`config.mk`:
```
export PLATFORM = sky130hd
export DESIGN_NAME = iob_wishbone2iob
export DESIGN_NICKNAME = d
export VERILOG_FILES = /design/src/rtl/iob_wishbone2iob.sv
export SDC_FILE = /design/constraint.sdc
export NUM_CORES = 1
export LEC_CHECK = 0
export ABC_AREA = 1
export CORE_MARGIN = 5
export CORE_UTILIZATION = 38
export DETAILED_ROUTE_END_ITERATION = 8
export GPL_TIMING_DRIVEN = 1
export PLACE_DENSITY = 0.79
export RECOVER_POWER = 100
export SLEW_MARGIN = 25
export SYNTH_ARGS = -nofsm -noshare
export SYNTH_HDL_FRONTEND = slang
export SYNTH_SLANG_ARGS = --single-unit
```
`constraint.sdc`:
```
create_clock -name clk_i -period 1.5 [get_ports clk_i]
set_clock_uncertainty 0.1 [all_clocks]
set_input_delay 0.3 -clock clk_i [delete_from_list [all_inputs] [get_ports clk_i]]
set_output_delay 0.3 -clock clk_i [all_outputs]
set_load 0.01 [all_outputs]
```
`src/rtl/iob_wishbone2iob.sv`:
```
// Wishbone slave to IOb master bridge: one outstanding request, registered
// outputs, IOb-side timeout, and silent draining of requests abandoned by the master.
module iob_wishbone2iob #(
   parameter int ADDR_W    = 32,
   parameter int DATA_W    = 32,
   parameter int TIMEOUT_W = 8
) (
   input  logic                clk_i,
   input  logic                rst_i,
   input  logic [ADDR_W-1:0]   wb_addr_i,
   input  logic [DATA_W-1:0]   wb_data_i,
   input  logic [DATA_W/8-1:0] wb_select_i,
   input  logic                wb_we_i,
   input  logic                wb_cyc_i,
   input  logic                wb_stb_i,
   output logic [DATA_W-1:0]   wb_data_o,
   output logic                wb_ack_o,
   output logic                wb_error_o,
   output logic                valid_o,
   output logic [ADDR_W-1:0]   address_o,
   output logic [DATA_W-1:0]   wdata_o,
   output logic [DATA_W/8-1:0] wstrb_o,
   input  logic [DATA_W-1:0]   rdata_i,
   input  logic                ready_i
);

   localparam int STRB_W = DATA_W / 8;

   localparam logic [2:0] ST_IDLE  = 3'd0;
   localparam logic [2:0] ST_WAIT  = 3'd1;
   localparam logic [2:0] ST_ACK   = 3'd2;
   localparam logic [2:0] ST_ERR   = 3'd3;
   localparam logic [2:0] ST_DRAIN = 3'd4;

   // Counter value seen on the edge that completes the limit of waiting cycles.
   localparam logic [TIMEOUT_W-1:0] LAST_COUNT = {{(TIMEOUT_W-1){1'b1}}, 1'b0};

   logic [2:0]           state_reg;
   logic [TIMEOUT_W-1:0] count_reg;
   logic [DATA_W-1:0]    rdata_reg;
   logic                 ack_reg;
   logic                 error_reg;
   logic                 valid_reg;
   logic [ADDR_W-1:0]    address_reg;
   logic [DATA_W-1:0]    wdata_reg;
   logic [STRB_W-1:0]    wstrb_reg;

   logic [STRB_W-1:0]    req_strb;
   logic                 request;
   logic                 timeout_hit;
   logic                 is_read;

   // Reads carry an all-zero strobe, so byte selects only pass through on writes.
   generate
      for (genvar gi = 0; gi < STRB_W; gi++) begin : g_strb
         assign req_strb[gi] = wb_select_i[gi] & wb_we_i;
      end
   endgenerate

   assign request     = wb_cyc_i & wb_stb_i;
   assign timeout_hit = (count_reg == LAST_COUNT);
   assign is_read     = (wstrb_reg == '0);

   always_ff @(posedge clk_i) begin
      if (rst_i) begin
         state_reg   <= ST_IDLE;
         count_reg   <= '0;
         rdata_reg   <= '0;
         ack_reg     <= 1'b0;
         error_reg   <= 1'b0;
         valid_reg   <= 1'b0;
         address_reg <= '0;
         wdata_reg   <= '0;
         wstrb_reg   <= '0;
      end else begin
         case (state_reg)
            ST_IDLE: begin
               if (request) begin
                  address_reg <= wb_addr_i;
                  wdata_reg   <= wb_data_i;
                  wstrb_reg   <= req_strb;
                  valid_reg   <= 1'b1;
                  count_reg   <= '0;
                  state_reg   <= ST_WAIT;
               end
            end
            ST_WAIT: begin
               // ready beats the timeout; a master that already left gets no response.
               if (ready_i) begin
                  valid_reg <= 1'b0;
                  if (wb_cyc_i) begin
                     ack_reg   <= 1'b1;
                     state_reg <= ST_ACK;
                     if (is_read) begin
                        rdata_reg <= rdata_i;
                     end
                  end else begin
                     state_reg <= ST_IDLE;
                  end
               end else if (timeout_hit) begin
                  valid_reg <= 1'b0;
                  if (wb_cyc_i) begin
                     error_reg <= 1'b1;
                     state_reg <= ST_ERR;
                  end else begin
                     state_reg <= ST_IDLE;
                  end
               end else begin
                  count_reg <= count_reg + TIMEOUT_W'(1);
                  if (!wb_cyc_i) begin
                     state_reg <= ST_DRAIN;
                  end
               end
            end
            ST_ACK: begin
               ack_reg   <= 1'b0;
               state_reg <= ST_IDLE;
            end
            ST_ERR: begin
               error_reg <= 1'b0;
               state_reg <= ST_IDLE;
            end
            ST_DRAIN: begin
               // The IOb request stays up until the slave answers or gives up.
               if (ready_i || timeout_hit) begin
                  valid_reg <= 1'b0;
                  state_reg <= ST_IDLE;
               end else begin
                  count_reg <= count_reg + TIMEOUT_W'(1);
               end
            end
            default: begin
               valid_reg <= 1'b0;
               ack_reg   <= 1'b0;
               error_reg <= 1'b0;
               state_reg <= ST_IDLE;
            end
         endcase
      end
   end

   assign wb_data_o  = rdata_reg;
   assign wb_ack_o   = ack_reg;
   assign wb_error_o = error_reg;
   assign valid_o    = valid_reg;
   assign address_o  = address_reg;
   assign wdata_o    = wdata_reg;
   assign wstrb_o    = wstrb_reg;

endmodule

```
==> results.md, run 1 <==
* Setup TNS at -0.0861 ns
* Worst-margin pin slew at ~0.33 ns
* DRT Wirelength at around 16 mm
* Wirelength per Cell at approximately 16 um
* Clock sinks at roughly 110
* Count leader, synth: dfxtp_1
* Post-Syn Area at around 4600 sq um
* Num rows at 40
* Leading area contributor after synthesis: dfxtp_1
* Startpoint types: flip-flop
* CTS max path bufs at 2
* Layout cell share with drive strength beyond 1 at about 22%
* Hold slack final at between 0.2 and 0.3 ns
* Die Wd at between 100 and 150 um
* Period utilisation layout at 101%
* Synthesized flop and latch total at roughly 110
* Initial core utilization at 38.6%
* Worst-path fanout max at 11
* Diodes inserted at 0
* Initial antenna violation count at 0
* Chip height at approximately 120 um
* Vias in the first global route at approximately 4600
* CTS H-tree lvls at 4
* ANT nets after route at 0
* Worst Hold Launch: rst_i
* Worst slack, placed at -0.365 ns
* Post-route setup slack at -0.0167 ns
* Max Slew Vio Count at 0
* EDFF count, synth at 0
* Final hold viol count at 0
* Largest net degree at the start of global routing at 65
* Dpl hpwl at around 10 mm
* Power Dens Cells at 1580 nW/um^2
* Ys async rst share at 0%
* Final setup viols at 10
* Required time of the worst setup path at approximately 1.8 ns
* Io pins at about 210
* Max_cap viols at 0
* Port buffer count at 208
* Slowest stage delay, CP at ~0.36 ns
* Drt pass-1 iters at 5
* Critical-path cell list: nor2_4, inv_4, nor2_8, buf_12, buf_12, clkbuf_16, nand3_2, a21oi_1
* Grt ovf at 0
* First-pass GRT wire length at about 23 mm
* Remaining DRCs at 0
* FF-to-FF setup slack at -0.02 ns
* Reg2Reg Depth at 8
* WS Path Type: flip-flop to flip-flop
* RSZ-0062 raised after global routing: yes
* Slew margin rel. at roughly four fifths
* Min-Delay Endpoint: wdata_o[1]
* Post-Syn Area per Cell at approximately 7.8 sq um
* Main synth FF type: dfxtp_1
* CTS tree: built
* Full die area at around 15000 sq um
* Final Total Pwr at 12800 uW
* Max IR drop VDD at 0.00108 V
* HP Class: input port to flip-flop
* Core area at between 10000 and 15000 sq um
* Area Overhead vs Synth at 74.9%
* Mapped Nets at ~700
* Ranking of synthesized cells by area: dfxtp_1 (49%), a21oi_1 (11%), nand3_1 (9.4%)
* Top cells by count, synth: dfxtp_1 (114), a21oi_1 (105), nand2_1 (101)
* Most frequent CP cell: buf_12
* Register area share after synthesis at 49.2%
* Clk root buf: clkbuf_16
* Crit path DAT at approximately 1.8 ns
* Tmin final at about 1.5 ns
* Critical Path Slowest Stage Cell: dfxtp_4
* Gp weighted congestion at between 0.8 and 0.9
* Number of distinct library cells after synthesis at 31
* Vias after detailed routing at roughly 5000
* Reg clk slew, reported paths at roughly 0.050 ns
* Mapped Cells at 593
* Status: complete, but fails checks
* Vias per cell at 5.01
* Endpoint of the worst register-to-register path: address_o[28]
* Fin nets at around 950
* Hold Path Depth at 3
* GRT Total Usage at a little under 20%
* Critical Path End Type: flip-flop
* Iter 0 DRT Violations at between 200 and 300
* Synth top area share at 49.2%
* CTS Buf Count at 17
* Leak Pwr at 0.00346 uW
* Failing checks: negative setup slack
* Clock latency on the worst-skew pair at 0.41 ns
* Syn. warnings at 0
* Fmax at about 0.66 GHz
* R2r startpoint: state_reg[0]
-- timing repair --
action                     4_1_cts  5_1_grt
gates cloned                     2       11
hold buffers                     0        0
setup endpoints to repair      113      117
pin swaps                        5       30
resized for setup              118       99
setup buffers                    1        7
-- worst max-delay path by stage --
stage                 startpoint            end  depth (start not counted)
floorplan           count_reg[0]   count_reg[7]                         11
global placement        wb_cyc_i  wb_data_o[29]                          7
detailed placement      wb_cyc_i  wb_data_o[21]                          7
CTS                 state_reg[1]     wdata_o[3]                          6
global route        state_reg[0]     wdata_o[8]                          8
finish              state_reg[0]  address_o[28]                          8
-- logic make-up after synthesis --
group / synth area share [%]
simple gates: 25.2
buf+inv: 8.85
xor+xnor: 0.378
fa+ha+maj: 0.539
compound gates: 15.8
flops: 49.2
-- critical path, delay by kind of cell, from the launching register on --
| family | cells | cell delay (ns) |
|---|---|---|
| and+or+nand+nor | 3 | 0.36 |
| buffers and inverters | 4 | 0.49 |
| DFF | 1 | 0.36 |
| AOI/OAI and AO/OA | 1 | 0.13 |
-- where the power goes --
part           internal (uW)  switching, uW  total (uW)  leakage, uW
Clock                   2350           1380        3720     0.000273
Sequential              3490            247        3740     0.000930
Combinational           2540           2810        5350      0.00225
Total                   8380           4430       12800      0.00346
-- cell usage in the layout, fill, tap and decap left out, types with 2 or more instances in the layout --
| cell | n |
|---|---|
| buf_12 | 10 |
| clkinv_4 | 3 |
| nor2_8 | 2 |
| inv_2 | 2 |
| o21ai_0 | 27 |
| o21ai_1 | 10 |
| nor2_2 | 6 |
| dfxtp_1 | 110 |
| nor2_4 | 10 |
| clkbuf_8 | 2 |
| a21oi_1 | 83 |
| nor2_1 | 15 |
| clkbuf_16 | 22 |
| clkdlybuf4s15_1 | 2 |
| dfxtp_2 | 2 |
| nand4_1 | 8 |
| inv_4 | 3 |
| nand3_2 | 11 |
| nand2_4 | 8 |
| dlygate4sd2_1 | 97 |
| inv_1 | 42 |
| clkdlybuf4s50_1 | 104 |
| nand2_2 | 26 |
| a21oi_2 | 23 |
| nand3_1 | 75 |
| nand2_1 | 76 |
| clkinv_2 | 6 |
| clkbuf_1 | 6 |
| dfxtp_4 | 2 |
| buf_4 | 31 |
| buf_6 | 6 |
-- stage by stage --
step / instance area [sq um] / instances / util, %
floorplan: 4640 / 593 / -
global placement: 7050 / 944 / 58.7
global route: 8110 / 997 / 67.5
CTS: 7570 / 979 / 63.0
finish: 8110 / 997 / 67.5
detailed placement: 7050 / 944 / 58.7
-- layout make-up --
class | instances | area, sq um
multi-input cells | 392 | 2270
flip-flops and latches | 114 | 2290
well taps | 147 | 184
repair buffers | 262 | 2600
clock inverters | 10 | 85.1
fillers | 1002 | 3900
clock buffers | 22 | 464
inverters | 50 | 213
-- layer usage --
| layer | global-route usage [%] | vias up | wire, um |
|---|---|---|---|
| met3 | 9.07 | 40 | 1570 |
| met1 | 23.3 | 2264 | 6560 |
| met5 | 0 | - | 0 |
| met4 | 7.44 | 0 | 367 |
| met2 | 30.2 | 227 | 7470 |
| li1 | - | 2461 | - |
Note: power is estimated with default switching activity, not from simulation.
==> run 2: changes to the inputs <==
SLEW_MARGIN = not set   (was 25)
==> results of run 2 <==
No change in the layout: final DEF, timing and power equal those of run 1.
==> run 3: changes to the inputs <==
PLACE_DENSITY = 0.75   (was 0.79)
==> run 3 against run 2 <==
Net effect:
- the run now ends clean
- core utilization down 3.8 points
- sequential share of layout area up 1.6 points
- critical path depth shrank 1
- non-clock buffer count down 19
- via count shrank 1.8%
- sequential cell count is the same
- global-route usage rose by 0.40 points
- highest routed layer unchanged
==> results.md, run 3 (synthesis gave the netlist of run 1 again) <==
* Iter 0 DRT Violations at between 300 and 400
* Dpl hpwl at about 10 mm
* Critical-path cell list: inv_2, nand2_2, nor2_4, nand4_4, buf_12, o21ai_0, a21oi_1
* Part of the power in combinational logic at a little over a third
* Clock sinks at 114
* Final hold viol count at 0
* P_int at 8060 uW
* Hold slack final at a little over 0.07 ns
* Status: finished clean
* Port buffer count at ~210
* CTS H-tree lvls at 4
* Max Slew Vio Count at 0
* Worst-margin pin slew at between 0.3 and 0.4 ns
* Switching share of power at around a third
* ANT nets after route at 0
* RSZ-0062 raised after global routing: yes
* Initial antenna violation count at 0
* Fin nets at approximately 930
* Chip height at between 100 and 150 um
* Commonest non-fill, non-tap cell in the layout: dfxtp_1
* Period utilisation layout at between 90% and 100%
* Die Wd at 120 um
* Clk root buf: clkbuf_16
* Vias per cell at approximately 5.0
* Full die area at between 10000 and 15000 sq um
* Initial core utilization at between 30% and 40%
* CTS tree: built
* GRT Total Usage at between 10% and 20%
* Reg clk slew, reported paths at 0.05 ns
* First-pass GRT wire length at between 20 and 25 mm
* Num rows at 40
* Clock latency on the worst-skew pair at 0.41 ns
* CTS max path bufs at 2
* DRT Wirelength at 15.0 mm
* Vias after detailed routing at a little under 5000
* WS Path Type: flip-flop to flip-flop
* Gp weighted congestion at around 0.8
* Remaining DRCs at 0
* Setup TNS at 0 ns
* Drt pass-1 iters at 4
* Critical Path Slowest Stage Cell: dfxtp_2
* Largest net degree at the start of global routing at 65
* Layout cell share with drive strength beyond 1 at about 14%
* Slew margin rel. at 78.8%
* Power share of the sequential group at a little under a third
* Leak Pwr at about 0.0033 uW
* Grt ovf at 0
* Io pins at 209
* Wirelength per Cell at ~15 um
* Area Overhead vs Synth at 65.0%
* Fmax at ~0.67 GHz
* Commonest non-fill, non-tap cells in the layout: dfxtp_1 (108), a21oi_1 (104), clkdlybuf4s50_1 (104), nand2_1 (98), dlygate4sd2_1 (97)
* Max_cap viols at 0
* Vias in the first global route at between 4000 and 5000
* Startpoint types: flip-flop
* CTS Buf Count at 17
* Slowest stage delay, CP at 0.35 ns
* Required time of the worst setup path at roughly 1.7 ns
* Final setup viols at 0
* HP Class: input port to flip-flop
* Tmin final at about 1.5 ns
* Clock power frac at between 30% and 40%
* Core area at about 12000 sq um
* Max IR drop VDD at about 0.0009 V
* Power Dens Cells at 1570 nW/um^2
* Hold Buf Count CTS at 0
* Worst-path fanout max at 64
* Psw at between 3000 and 4000 uW
* Crit path DAT at ~1.7 ns
* Diodes inserted at 0
* Critical Path End Type: flip-flop
==> run 3: final timing paths <==
kind / slack, ns / startpoint / end / depth (start not counted)
max: 0.006 / state_reg[1] / wb_data_o[30] / 7
min: 0.07 / rst_i / count_reg[5] / 2
min reg2reg: 0.34 / wb_data_o[22] / wb_data_o[22] / 2
max reg2reg: 0.006 / state_reg[1] / wb_data_o[30] / 7
==> run 3: cell type report <==
cell class / count / area, sq um
clock buffer: 22 / 464
clock inverter: 9 / 131
fill: 1028 / 4360
inverter: 50 / 200
multi-input combinational: 391 / 2040
sequential: 114 / 2290
tap: 147 / 184
timing repair buffer: 243 / 2350
==> run 3: timing repair <==
item	4_1_cts	5_1_grt
endpoints found under the setup margin	117	64
gates resized for setup	125	28
pin swaps	7	9
setup buffers	0	1
cloned	1	3
==> run 3: worst max-delay path, delay by kind of cell (launching register included) <==
kind	cells	cell delay, ns
AOI/OAI and AO/OA	2	0.25
buffers and inverters	2	0.29
DFF	1	0.35
and+or+nand+nor	3	0.37
==> run 3: power by group through the flow <==
stage | sequential, uW | clock (uW) | combinational, uW
2_1_floorplan | 3970 | 0 | 2190
3_3_place_gp | 3790 | 0 | 4020
3_5_place_dp | 3810 | 0 | 4110
4_1_cts | 3760 | 4140 | 4010
5_1_grt | 3830 | 4290 | 4580
6_report | 3770 | 4060 | 4200
==> run 3: per-layer routing <==
layer / part of all wire, % / track usage [%]
met1: 41 / 22.3
met2: 46 / 32.0
met3: 11 / 9.78
met4: 1.9 / 8.07
met5: 0 / 0
==> run 3: per-stage QoR <==
stage          cells  util, %  power (uW)  setup WS [ns]  area (sq um)
6_report         976     63.7       12000        0.00612          7650
5_1_grt          976     63.7       12700        -0.0828          7650
4_1_cts          972     62.8       11900        0.00804          7540
3_5_place_dp     940     58.4        7930         -0.430          7010
3_3_place_gp     940     58.4        7810         -0.329          7010
2_1_floorplan    593        -        6170         0.0128          4640
